==> src/rtl/arb_pkg.sv <==
// ============================================================================
// Module : arb_pkg
// Brief  : Shared types and constants for the two-port memory bus arbiter.
// Rev    : 1.0 - initial release
// ============================================================================
`default_nettype none

package arb_pkg;

  typedef enum logic [1:0] {
    IDLE   = 2'd0,
    ACCESS = 2'd1,
    WAIT   = 2'd2,
    DONE   = 2'd3
  } state_t;

  localparam logic PORT_CPU = 1'b0;
  localparam logic PORT_DBG = 1'b1;

endpackage

`default_nettype wire

==> src/rtl/rr_arb2.sv <==
// ============================================================================
// Module : rr_arb2
// Brief  : Combinational two-way round-robin picker; ties go to the port
//          that did not win last time.
// Rev    : 1.0 - initial release
// ============================================================================
`default_nettype none

module rr_arb2
  import arb_pkg::*;
(
  input  logic [1:0] req,
  input  logic       last,
  output logic       valid,
  output logic       winner
);

  always_comb begin
    valid  = |req;
    winner = PORT_CPU;
    case (req)
      2'b01:   winner = PORT_CPU;
      2'b10:   winner = PORT_DBG;
      2'b11:   winner = ~last;
      default: winner = PORT_CPU;
    endcase
  end

endmodule

`default_nettype wire

==> src/rtl/mem_bus_arbiter.sv <==
// ============================================================================
// Module : mem_bus_arbiter
// Brief  : Shares one memory between CPU (port 0) and debug loader (port 1),
//          one transaction at a time with round-robin arbitration.
// Rev    : 1.0 - initial release
// ============================================================================
`default_nettype none

module mem_bus_arbiter
  import arb_pkg::*;
#(
  parameter int ADDR_W = 5,
  parameter int DATA_W = 8,
  parameter int RD_LAT = 1
) (
  input  logic              clk,
  input  logic              rst,
  input  logic              req0,
  input  logic              req1,
  input  logic              we0,
  input  logic              we1,
  input  logic [ADDR_W-1:0] addr0,
  input  logic [ADDR_W-1:0] addr1,
  input  logic [DATA_W-1:0] wdata0,
  input  logic [DATA_W-1:0] wdata1,
  output logic              gnt0,
  output logic              gnt1,
  output logic              ack0,
  output logic              ack1,
  output logic [DATA_W-1:0] rdata,
  output logic              busy,
  output logic [ADDR_W-1:0] mem_addr,
  output logic [DATA_W-1:0] mem_wdata,
  output logic              mem_rd,
  output logic              mem_wr,
  input  logic [DATA_W-1:0] mem_rdata
);

  localparam int CNT_W = 3;
  localparam logic [CNT_W-1:0] C_RD_LAT = CNT_W'(RD_LAT);

  state_t            r_state;
  state_t            w_next_state;
  logic              r_win;
  logic              r_we;
  logic [ADDR_W-1:0] r_addr;
  logic [DATA_W-1:0] r_wdata;
  logic [DATA_W-1:0] r_rdata;
  logic              r_rr_last;
  logic [CNT_W-1:0]  r_cnt;
  logic              w_valid;
  logic              w_winner;

  rr_arb2 u_rr_arb2 (
    .req    ({req1, req0}),
    .last   (r_rr_last),
    .valid  (w_valid),
    .winner (w_winner)
  );

  always_ff @(posedge clk or negedge rst) begin
    if (!rst) begin
      r_state <= IDLE;
    end else begin
      r_state <= w_next_state;
    end
  end

  always_comb begin
    w_next_state = r_state;
    case (r_state)
      IDLE:    if (w_valid) w_next_state = ACCESS;
      ACCESS:  w_next_state = r_we ? DONE : WAIT;
      WAIT:    if (r_cnt == CNT_W'(1)) w_next_state = DONE;
      DONE:    w_next_state = IDLE;
      default: w_next_state = IDLE;
    endcase
  end

  // Captured request stays frozen from IDLE until the next win, so later
  // requester changes cannot disturb the transaction in flight.
  always_ff @(posedge clk or negedge rst) begin
    if (!rst) begin
      r_win     <= PORT_CPU;
      r_we      <= 1'b0;
      r_addr    <= '0;
      r_wdata   <= '0;
      r_rdata   <= '0;
      r_rr_last <= PORT_DBG;
      r_cnt     <= '0;
    end else begin
      case (r_state)
        IDLE: begin
          if (w_valid) begin
            r_win     <= w_winner;
            r_we      <= w_winner ? we1 : we0;
            r_addr    <= w_winner ? addr1 : addr0;
            r_wdata   <= w_winner ? wdata1 : wdata0;
            r_rr_last <= w_winner;
          end
        end
        ACCESS: begin
          if (!r_we) r_cnt <= C_RD_LAT;
        end
        WAIT: begin
          r_cnt <= r_cnt - CNT_W'(1);
          if (r_cnt == CNT_W'(1)) r_rdata <= mem_rdata;
        end
        default: ;
      endcase
    end
  end

  // Handshake and strobes decode straight from state so reset drops them
  // without waiting for a clock edge.
  always_comb begin
    gnt0   = 1'b0;
    gnt1   = 1'b0;
    ack0   = 1'b0;
    ack1   = 1'b0;
    mem_rd = 1'b0;
    mem_wr = 1'b0;
    busy   = (r_state != IDLE);
    if (r_state == ACCESS) begin
      gnt0   = (r_win == PORT_CPU);
      gnt1   = (r_win == PORT_DBG);
      mem_rd = ~r_we;
      mem_wr = r_we;
    end
    if (r_state == DONE) begin
      ack0 = (r_win == PORT_CPU);
      ack1 = (r_win == PORT_DBG);
    end
  end

  assign mem_addr  = r_addr;
  assign mem_wdata = r_wdata;
  assign rdata     = r_rdata;

endmodule

`default_nettype wire

==> config.mk <==
export PLATFORM = sky130hd
export DESIGN_NAME = mem_bus_arbiter
export DESIGN_NICKNAME = d
export VERILOG_FILES = /design/src/rtl/arb_pkg.sv /design/src/rtl/rr_arb2.sv /design/src/rtl/mem_bus_arbiter.sv
export SDC_FILE = /design/constraint.sdc
export NUM_CORES = 1
export LEC_CHECK = 0
export CAP_MARGIN = 20
export CORE_AREA = 3 3 53 80
export DETAILED_ROUTE_END_ITERATION = 10
export DIE_AREA = 0 0 56 83
export PLACE_DENSITY = 0.82
export SKIP_LAST_GASP = 1
export SLEW_MARGIN = 10
export SYNTH_ARGS = -nofsm -noshare
export SYNTH_HDL_FRONTEND = slang
export SYNTH_HIERARCHICAL = 1
export SYNTH_SLANG_ARGS = --single-unit
==> constraint.sdc <==
create_clock -name clk -period 1.8 [get_ports clk]
set_input_delay 0.27 -clock clk [delete_from_list [all_inputs] [get_ports clk]]
set_output_delay 0.27 -clock clk [all_outputs]
set_load 0.005 [all_outputs]
==> metrics.csv <==
metric;value;unit
status;completed;
clock sink total;29;
WL/cell;15.4;um
synth warn;6;
gpl congestion;0.808;
total of max-cap violations;0;
CP top delay family;buffers and inverters;
Residual DRC;0;
Switching Fraction;32.5;%
Leak Pwr;1.06;nW
drt total wl;3.80;mm
width of the die;56;um
final hold violations;0;
CP Launch Type;flip-flop;
worst endpoint required time;1530;ps
Post-DRT Antenna Nets;0;
max-slew violations;0;
fin util;63.3;%
Peak VDD IR;1.08;mV
Critical Path, Cell by Cell;inv_1, ha_2, inv_1, clkdlybuf4s50_1;
combinational power share;50.4;%
P_int;2.42;mW
root buf cell;clkbuf_8;
Die Span Y;83;um
crit-path max FO;4;
CP max-delay cell;dfrtp_2;
Slew headroom;75.2;%
DIE AREA;0.00465;mm2
ANT cells;0;
share of post-route cells with drive strength above 1;15.8;%
Setup crit end kind;output port;
Post-synth EDFFs;0;
total grt overflow;0;
Ports;68;
Unique masters post-synth;28;
Clk pwr share;16.2;%
post-synthesis simple-gate area fraction;10.5;%
FF+latch area;728;um2
syn_nets;175;
Max clock buf depth;2;
Clk pin slew, worst setup/hold paths;60;ps
first-pass GRT wire length;6.44;mm
largest family of logic cells by synthesized area;multiplexers;
# nets final;249;
largest net degree at the start of global routing;32;
Initial Utilization;39.5;%
worst hold path class;in2async;
Crit Path Class;reg2out;
buffers and inverters on the worst path;3;
# rows;27;
Synth Area per Inst;11.3;um2
Setup violations, final;0;
sw power;1.17;mW
Post-Synthesis Cells;128;
PortBufs;67;
H-tree level count;2;
Pre-antenna DRT Iters;3;
Post-synth top flop;dfrtp_1;
TritonCTS Buffers;5;
cell mode on critical path;inv_1;
Core ar.;0.00365;mm2
Post-Synth XOR/XNOR Area;0;%
Clock Skew;5.19;ps
area of the multi-input gates;667;um2
Async SR Flop Fraction;100;%
post-synthesis sequential area ratio;50.5;%
mux share of post-synthesis cell area;17.5;%
CTS tree;built;
worst slew pin tran;372;ps
PD cells;1560;mW/mm2
fin crit period;1800;ps
CP max stage delay;440;ps
Synth Register Bits;29;
placed wire-length estimate;3.05;mm
Synth Cell Area;0.00144;mm2
area grow syn2layout;60.3;%
Fmax achieved;556;MHz
Compound-Gate Fraction of Synth Area;10.7;%
RSZ-0062 raised after global routing;yes;
routed via count;1207;
GRT Util Overall;17.8;%
ratio of final minimum period to clock period;99.9;%
Seq pwr share;33.4;%
Via density;4.91;
Initial DRC Count;17;
WP data arrival;1530;ps
vias in the first global route;1354;
clk_lat worst skew;280;ps
Fill cells;303;
initial antenna violation count;0;
Fin Setup TNS;0;ps
adder-cell area share of the yosys netlist;6.08;%
[power by group through the flow]
stage	clock (mW)	sequential (mW)	combinational [mW]
floorplan	0	1.19	0.860
global placement	0	1.18	1.68
detailed placement	0	1.22	1.77
CTS	0.606	1.21	1.83
global route	0.640	1.25	1.99
finish	0.581	1.20	1.81
[layer usage]
| metal | part of all wire (%) | global-route usage (%) |
|---|---|---|
| met4 | 2.6 | 10.4 |
| met3 | 4.3 | 3.27 |
| met2 | 61 | 34.6 |
| met1 | 32 | 16.5 |
| met5 | 0 | 0 |
[layout by cell type (no fill, tap or decap)]
cell type and n:
clkdlybuf4s50_1 61, dfrtp_1 27, a21oi_1 16, nor2_1 15, mux2i_1 14, mux2_2 9
clkbuf_8 7, inv_1 6, ha_1 5, buf_4 5, nor2b_1 4, and2_1 3
o21ai_0 3, dlymetal6s2s_1 3, dlygate4sd2_1 3, nand2_1 2, and2_4 1, inv_2 1
nand3b_4 1, o21bai_1 1, a22o_1 1, nand2b_1 1, a211oi_1 1, nor3_1 1
a2bb2oi_1 1, a21bo_2 1, o2bb2ai_1 1, mux2_1 1, ha_2 1, ha_4 1
clkinv_2 1, buf_12 1, dfstp_2 1, dfrtp_2 1, a21boi_2 1, or2_1 1
[Yosys cell counts (2+ instances only)]
library cell / n / area (um2)
nor2_1: 15 / 56.3
mux2_2: 9 / 101
mux2i_1: 14 / 140
ha_1: 7 / 87.6
buf_4: 2 / 15.0
o21ai_0: 3 / 15.0
buf_2: 2 / 10.0
and2_1: 4 / 25.0
dfrtp_1: 28 / 701
nor2b_1: 4 / 25.0
inv_1: 7 / 26.3
a21oi_1: 16 / 80.1
nand2_1: 2 / 7.51
[path summary, 6_finish.rpt]
kind	slack (ps)	endpoint	from	depth (start not counted)
max	2	busy	r_state[0]	4
max in group asynchronous	1110	r_rr_last	rst	2
max reg2reg	260	r_state[1]	r_state[0]	5
min	380	r_state[1]	rst	2
min in group clk	510	rdata[3]	rdata[3]	1
min reg2reg	510	rdata[3]	rdata[3]	1
[registers in the layout (all words and copies together) (netlist names)]
register   cells
mem_addr       5
mem_wdata      8
r_cnt          3
r_rr_last      1
r_state        2
r_we           1
r_win          1
rdata          8
[worst reg2reg max path: stages, from the launching register on]
cell,delay (ps)
dfrtp_2,410
inv_1,100
ha_2,210
nor2b_1,140
a21oi_1,210
mux2_1,350
[logic make-up (layout without fill, tap and decap cells)]
family / count (synthesis) / after routing
AND/OR/NAND/NOR: 29 / 29
adder cells (fa/ha/maj): 7 / 7
multiplexers: 24 / 24
flip-flops: 29 / 29
AO/OA/AOI/OAI: 26 / 26
buffers and inverters: 13 / 88
[cell type report]
| type | instances | share of cell area (%) |
|---|---|---|
| Timing Repair Buffer | 73 | 31.7 |
| Multi-Input combinational cell | 86 | 28.9 |
| Clock inverter | 1 | 0.217 |
| Sequential cell | 29 | 31.5 |
| Inverter | 7 | 1.14 |
| Clock buffer | 7 | 4.17 |
| Tap cell | 43 | 2.33 |
[what timing repair did]
action,CTS,global route
hold buffers,0,0
buffers inserted,2,1
cloned,0,0
pin swaps,0,1
gates resized for setup,8,4
endpoints found under the setup margin,5,4
[stage by stage]
stage / cell area [um2] / hold WS [ps] / power [mW] / setup slack, ps / instances
2_1_floorplan: 1440 / -25.6 / 2.05 / 400 / 128
3_3_place_gp: 2160 / 473 / 2.86 / 113 / 235
3_5_place_dp: 2160 / 495 / 2.99 / -2.41 / 235
4_1_cts: 2290 / 391 / 3.64 / -53.4 / 245
5_1_grt: 2310 / 413 / 3.88 / -61.8 / 246
6_report: 2310 / 379 / 3.59 / 1.95 / 246
Power figures use the tool's default switching activity.
